$ cat src/rtl/proc_pkg.sv
// Shared definitions for the processor control unit: opcodes, FSM states, bus select indices, ALU codes.
// Optional AND instruction enabled by defining PROC_CTRL_AND_EN.
package proc_pkg;

   localparam logic [2:0] OP_MV  = 3'b000;
   localparam logic [2:0] OP_MVI = 3'b001;
   localparam logic [2:0] OP_ADD = 3'b010;
   localparam logic [2:0] OP_SUB = 3'b011;
   localparam logic [2:0] OP_AND = 3'b100;

   typedef enum logic [1:0] {
      S_IDLE = 2'd0,
      S_T1   = 2'd1,
      S_T2   = 2'd2,
      S_T3   = 2'd3
   } state_t;

   localparam int SEL_DIN = 0;
   localparam int SEL_R0  = 1;
   localparam int SEL_G   = 9;

   localparam logic [1:0] ALU_ADD = 2'b00;
   localparam logic [1:0] ALU_SUB = 2'b01;
   localparam logic [1:0] ALU_AND = 2'b10;

   // Ops that take the three-step A <- Rx, G <- A op Ry, Rx <- G path.
   function automatic logic is_alu_op(input logic [2:0] op);
`ifdef PROC_CTRL_AND_EN
      return (op == OP_ADD) || (op == OP_SUB) || (op == OP_AND);
`else
      return (op == OP_ADD) || (op == OP_SUB);
`endif
   endfunction

   function automatic logic [1:0] alu_code(input logic [2:0] op);
      logic [1:0] code;
      code = ALU_ADD;
      if (op == OP_SUB) begin
         code = ALU_SUB;
      end
`ifdef PROC_CTRL_AND_EN
      if (op == OP_AND) begin
         code = ALU_AND;
      end
`endif
      return code;
   endfunction

endpackage

$ cat src/rtl/proc_dec3to8.sv
// 3-to-8 one-hot decoder with enable; all outputs low when disabled.
module proc_dec3to8 (
   input  logic [2:0] idx,
   input  logic       en,
   output logic [7:0] onehot
);

   generate
      for (genvar gi = 0; gi < 8; gi++) begin : g_bit
         assign onehot[gi] = en && (idx == 3'(gi));
      end
   endgenerate

endmodule

$ cat src/rtl/proc_ctrl.sv
// Control FSM for the simple processor datapath: decodes a latched 9-bit instruction over up to four timesteps.
// Define PROC_CTRL_AND_EN to make op 100 a three-step AND instead of a NOP.
module proc_ctrl
   import proc_pkg::*;
(
   input  logic       clk,
   input  logic       reset,
   input  logic       run,
   input  logic [8:0] instr,
   output logic [9:0] sel,
   output logic [7:0] r_in,
   output logic       a_in,
   output logic       g_in,
   output logic [1:0] alu_op,
   output logic       done,
   output logic       busy
);

   state_t     state_reg, state_next;
   logic [8:0] ir_reg;

   logic [2:0] op, rx, ry;
   logic       din_sel, g_sel, reg_sel_en, r_en, a_en, g_en, done_dec;
   logic [2:0] reg_sel_idx;
   logic [7:0] reg_sel_oh;

   assign op = ir_reg[8:6];
   assign rx = ir_reg[5:3];
   assign ry = ir_reg[2:0];

   always_ff @(posedge clk) begin
      if (reset) begin
         state_reg <= S_IDLE;
         ir_reg    <= 9'h000;
      end else begin
         state_reg <= state_next;
         if (state_reg == S_IDLE && run) begin
            ir_reg <= instr;
         end
      end
   end

   always_comb begin
      state_next  = state_reg;
      din_sel     = 1'b0;
      g_sel       = 1'b0;
      reg_sel_en  = 1'b0;
      reg_sel_idx = ry;
      r_en        = 1'b0;
      a_en        = 1'b0;
      g_en        = 1'b0;
      done_dec    = 1'b0;
      alu_op      = ALU_ADD;
      case (state_reg)
         S_IDLE: begin
            din_sel = 1'b1;
            if (run) begin
               state_next = S_T1;
            end
         end
         S_T1: begin
            if (op == OP_MV) begin
               reg_sel_en = 1'b1;
               r_en       = 1'b1;
               done_dec   = 1'b1;
               state_next = S_IDLE;
            end else if (op == OP_MVI) begin
               din_sel    = 1'b1;
               r_en       = 1'b1;
               done_dec   = 1'b1;
               state_next = S_IDLE;
            end else if (is_alu_op(op)) begin
               reg_sel_en  = 1'b1;
               reg_sel_idx = rx;
               a_en        = 1'b1;
               state_next  = S_T2;
            end else begin
               // NOP keeps DIN on the bus so sel stays one-hot.
               din_sel    = 1'b1;
               done_dec   = 1'b1;
               state_next = S_IDLE;
            end
         end
         S_T2: begin
            reg_sel_en = 1'b1;
            g_en       = 1'b1;
            alu_op     = alu_code(op);
            state_next = S_T3;
         end
         S_T3: begin
            g_sel      = 1'b1;
            r_en       = 1'b1;
            done_dec   = 1'b1;
            state_next = S_IDLE;
         end
         default: begin
            din_sel    = 1'b1;
            state_next = S_IDLE;
         end
      endcase
   end

   // Write strobes are suppressed while reset is high so an aborted instruction never commits.
   proc_dec3to8 u_dec_rin (
      .idx    (rx),
      .en     (r_en & ~reset),
      .onehot (r_in)
   );

   proc_dec3to8 u_dec_sel (
      .idx    (reg_sel_idx),
      .en     (reg_sel_en),
      .onehot (reg_sel_oh)
   );

   assign sel[SEL_DIN]         = din_sel;
   assign sel[SEL_R0 +: 8]     = reg_sel_oh;
   assign sel[SEL_G]           = g_sel;
   assign a_in                 = a_en & ~reset;
   assign g_in                 = g_en & ~reset;
   assign done                 = done_dec & ~reset;
   assign busy                 = (state_reg != S_IDLE);

endmodule

$ cat config.mk
export PLATFORM = sky130hd
export DESIGN_NAME = proc_ctrl
export DESIGN_NICKNAME = d
export VERILOG_FILES = /design/src/rtl/proc_pkg.sv /design/src/rtl/proc_dec3to8.sv /design/src/rtl/proc_ctrl.sv
export SDC_FILE = /design/constraint.sdc
export NUM_CORES = 1
export LEC_CHECK = 0
export ABC_AREA = 0
export CAP_MARGIN = 20
export CORE_MARGIN = 2
export CORE_UTILIZATION = 34
export DETAILED_ROUTE_END_ITERATION = 10
export HOLD_SLACK_MARGIN = 0.02
export PLACE_DENSITY = 0.66
export SYNTH_ARGS = -nofsm -noshare
export SYNTH_HDL_FRONTEND = slang
export SYNTH_HIERARCHICAL = 1
export SYNTH_SLANG_ARGS = --single-unit
$ cat constraint.sdc
create_clock -name clk -period 1.9 [get_ports clk]
set_clock_uncertainty 0.2 [all_clocks]
set_input_delay 0.19 -clock clk [delete_from_list [all_inputs] [get_ports clk]]
set_output_delay 0.19 -clock clk [all_outputs]
set_load 0.005 [all_outputs]
* Word-level counts from Yosys, hierarchy flattened *
Cells that the tools add are included.

storage, ports and cells
  register bits = 11
  word-level logic and storage cells = 79
  input port bits = 12
  output and inout port bits = 24

operators by class
  eq/ne operators = 21
  muxes and demuxes = 28
  reductions and logical operators = 23
  bitwise logic cells = 5

operators with widths
  kind                  number
  $eq A3 B3 Y1 const B  8
  $eq A3 B2 Y1 const B  6
  $logic_and A1 B1 Y1   17
  $mux W1               15
  $mux W3               4
  $eq A3 B1 Y1 const B  3
  $logic_not A3 Y1      3
  $mux W2               4
  $pmux W1 S2           4
  $pmux W2 S4           1
  $and A1 B1 Y1         4
  $eq A2 B2 Y1 const B  2
  $eq A2 B1 Y1 const B  1
  $logic_not A2 Y1      1
  $ne A2 B2 Y1 const B  1
  $reduce_bool A2 Y1    1
  $logic_or A1 B1 Y1    1
  $not A1 Y1            1

* Depth between registers and ports, before layout *
  depth in word-level cells = 8
  mapped depth = 6
  depth with buffers taken out = 6

* Hierarchy *
The synthesis kept the hierarchy.

modules (own cells, without submodules)
  module        sequential area each (µm²)  times used  cells each  area each (µm²)
  proc_ctrl     220.2                       1           80          665.6
  proc_dec3to8  0.0                         2           8           96.3

* Least setup slack after synthesis *
Ideal clock, no wire load.

  path type = reg-to-output
  start point = reg (tool-made name)
  end point = out sel[5]
  path slack = 145 ps
  path buffers = 0
  data arrival time = 1365 ps
  stages on the path, launching flop included = 6
  cell sequence = dfxtp_1 > inv_1 > ha_1 > nand2_2 > mux2_4 > and4bb_2

RTL lines
  item       line             text
  to (decl)  proc_ctrl.sv:10  output logic [9:0] sel,

==> impl_metrics.yaml <==
run_status:
  outcome: "complete, but fails checks"
  violations: "negative setup slack"
synth:
  synth_area_sq_um: 858
  yosys_warnings: 6
  synth_area_leaders: "dfxtp_1, and4bb_2, ha_1"
  synthCells: 96
  yosysUniqueCellTypes: 29
  synth.avg_cell_area_sq_um: 8.94
  synth_nets: 114
  synth-seq-area-share_pct: 25.7
  synth_top_area_cell: "dfxtp_1"
  yosysTopAreaCellShare_pct: 25.7
  ys_seq_elements: 11
worst_setup_path:
  path_max_fanout: 4
  arrival_ns: 1.75
  critical_path_class: "flip-flop to output port"
  crit_path_end_kind: "output port"
  reg2reg_slack_ns: 0.23
  cp-start-kind: "flip-flop"
  required_ns: 1.51
pwr:
  ir_drop_v: 0.000404
  p_int_uw: 489
  switching_power_uw: 213
  pwr-share-seq_pct: 37.3
  p_comb_share_pct: 40.0
  power_per_cell_area_mw_per_mm2: 450
  clockPowerShare_pct: 22.7
  swShare_pct: 30.4
  p_leak_nw: 0.736
  total_power_uw: 702
die:
  core-area_sq_mm: 0.00243
  num_rows: 18
  ios: 36
  start_util_pct: 35.3
  die_w_um: 54.2
  dieArea_sq_mm: 0.00294
  die_height_um: 54.2
sta:
  timing.setup.tns_ns: -2.93
  rsz0062_at_grt: "true"
  hold_ws_ns: 0.263
  setup_ws_ns: -0.237
  drv_slew: 0
  fmax_ghz: 0.468
  fin_crit_ns: 2.14
  setup_viol: 16
  hold_viol_final: 0
  post-route-period-util_pct: 112
detailed_routing:
  wirelength_um: 2520
  dr.pass1.iters: 4
  vias: 935
  via_per_inst: 4.90
  drc: 0
  drtIter0Drc: 5
  wire_per_inst_um: 13.2
  antenna_left: 0
cts:
  cts_tree: "built"
  numCtsBuffers: 3
  cts_root_buffer: "clkbuf_4"
  clkTransAtPathRegs_ns: 0.07
  clock_latency_ns: 0.26
  cts_sinks: 11
  cts.path.max_buffers: 2
  h-tree-depth: 1
place:
  pre_cts_slack_ns: -0.349
  placed_area_sq_mm: 0.00134
  dp_cells: 173
  portBuffers: 34
  gp_congestion: 0.803
  dp_hpwl_um: 1690
layout:
  finalNonFillerCells: 191
  multi_input_area_sq_um: 684
  fill_cells: 208
  area_growth_pct: 81.9
  final_nets: 180
  largest_reg_flops: 9
  antenna_cells: 0
  postLayoutCoreUtil_pct: 64.2
  seq_area_sq_um: 229
  drive_above_1_share_pct: 55.9
  design_area_sq_mm: 0.00156
global_route:
  grt_pass1_wl_um: 3860
  grt.total_usage_pct: 18.0
  grt_max_degree: 12
  grt_pass1_vias: 886
  antenna_found_initial: 0
  grt_overflow: 0
hold_path:
  holdCritPathClass: "flip-flop to flip-flop"
job:
  cap_violations: 0
-- power groups by stage --
stage | logic, mW | registers (mW) | clock network [mW]
floorplan | 0.104 | 0.268 | 0
global placement | 0.206 | 0.263 | 0
detailed placement | 0.210 | 0.264 | 0
CTS | 0.242 | 0.262 | 0.167
global route | 0.305 | 0.265 | 0.180
finish | 0.281 | 0.262 | 0.160
-- critical path: stages, from the launching register on --
cell and delay, ns:
dfxtp_2 0.35, inv_4 0.05, ha_4 0.16, nand2_4 0.07
mux2_4 0.34, buf_6 0.13, and4bb_2 0.28, buf_6 0.09
-- path summary, 6_finish.rpt --
path | end | cells after the start | startpoint
min reg2reg | ir_reg[2]$_SDFFE_PP0P_ | 2 | ir_reg[2]$_SDFFE_PP0P_
max reg2reg | flip-flop | 7 | state_reg[0]$_SDFFE_PP0P_
max | sel[5] | 7 | flip-flop
min | ir_reg[2]$_SDFFE_PP0P_ | 2 | ir_reg[2]$_SDFFE_PP0P_
-- final cells by class --
cell class | instances | area share [%]
clock buffer | 4 | 1.68
inverter | 3 | 0.881
multi-input combinational | 76 | 43.8
sequential | 11 | 14.7
tap | 30 | 2.40
timing repair buffer | 67 | 36.5
-- cell families (layout without fill, tap and decap cells) --
| kind of cell | after synthesis | count (layout) | share of synthesized area, % |
|---|---|---|---|
| simple gates | 51 | 51 | 44.0 |
| compound gates | 15 | 15 | 10.5 |
| flops | 11 | 11 | 25.7 |
| buf+inv | 9 | 74 | 5.39 |
| fa+ha+maj | 6 | 6 | 8.75 |
| mux | 3 | 3 | 5.25 |
| other cells | 1 | 1 | 0.437 |
-- cells in the mapped netlist --
master,instances
a211oi_1,2
a21oi_1,9
a31o_1,1
a31oi_1,1
and2b_1,1
and3_1,1
and4_2,2
and4b_2,6
and4bb_2,6
buf_2,1
buf_4,3
clkbuf_1,2
conb_1,1
dfxtp_1,11
ha_1,6
inv_1,3
mux2_4,3
nand2_1,11
nand2_2,1
nand2b_1,2
nand3_1,9
nor2_1,5
nor2b_1,1
nor2b_4,1
nor3b_1,2
nor3b_2,1
nor4b_2,2
o211ai_1,1
o21a_1,1
-- cell usage in the layout, fill, tap and decap left out, drive strengths merged, types with 5 or more instances in the layout --
master | netlist | final
nand2 | 12 | 12
and4b | 6 | 6
clkdlybuf4s50 | 0 | 11
nand3 | 9 | 9
dfxtp | 11 | 11
clkbuf | 2 | 7
nor2 | 5 | 5
and4bb | 6 | 6
a21oi | 9 | 9
ha | 6 | 6
buf | 4 | 48
-- per-layer routing --
metal / global-route usage [%] / share of wire, %
met1: 24.0 / 46
met2: 29.5 / 50
met3: 1.64 / 3.7
met5: 0 / 0
met4: 7.50 / 0
-- what timing repair did --
action / in CTS / in global routing
buffers inserted: 10 / 4
gates cloned: 0 / 0
endpoints found under the setup margin: 22 / 20
hold buffers: 0 / 0
resized for setup: 93 / 24
pin swaps: 10 / 7
No activity file was read; power rests on OpenSTA's default activity.
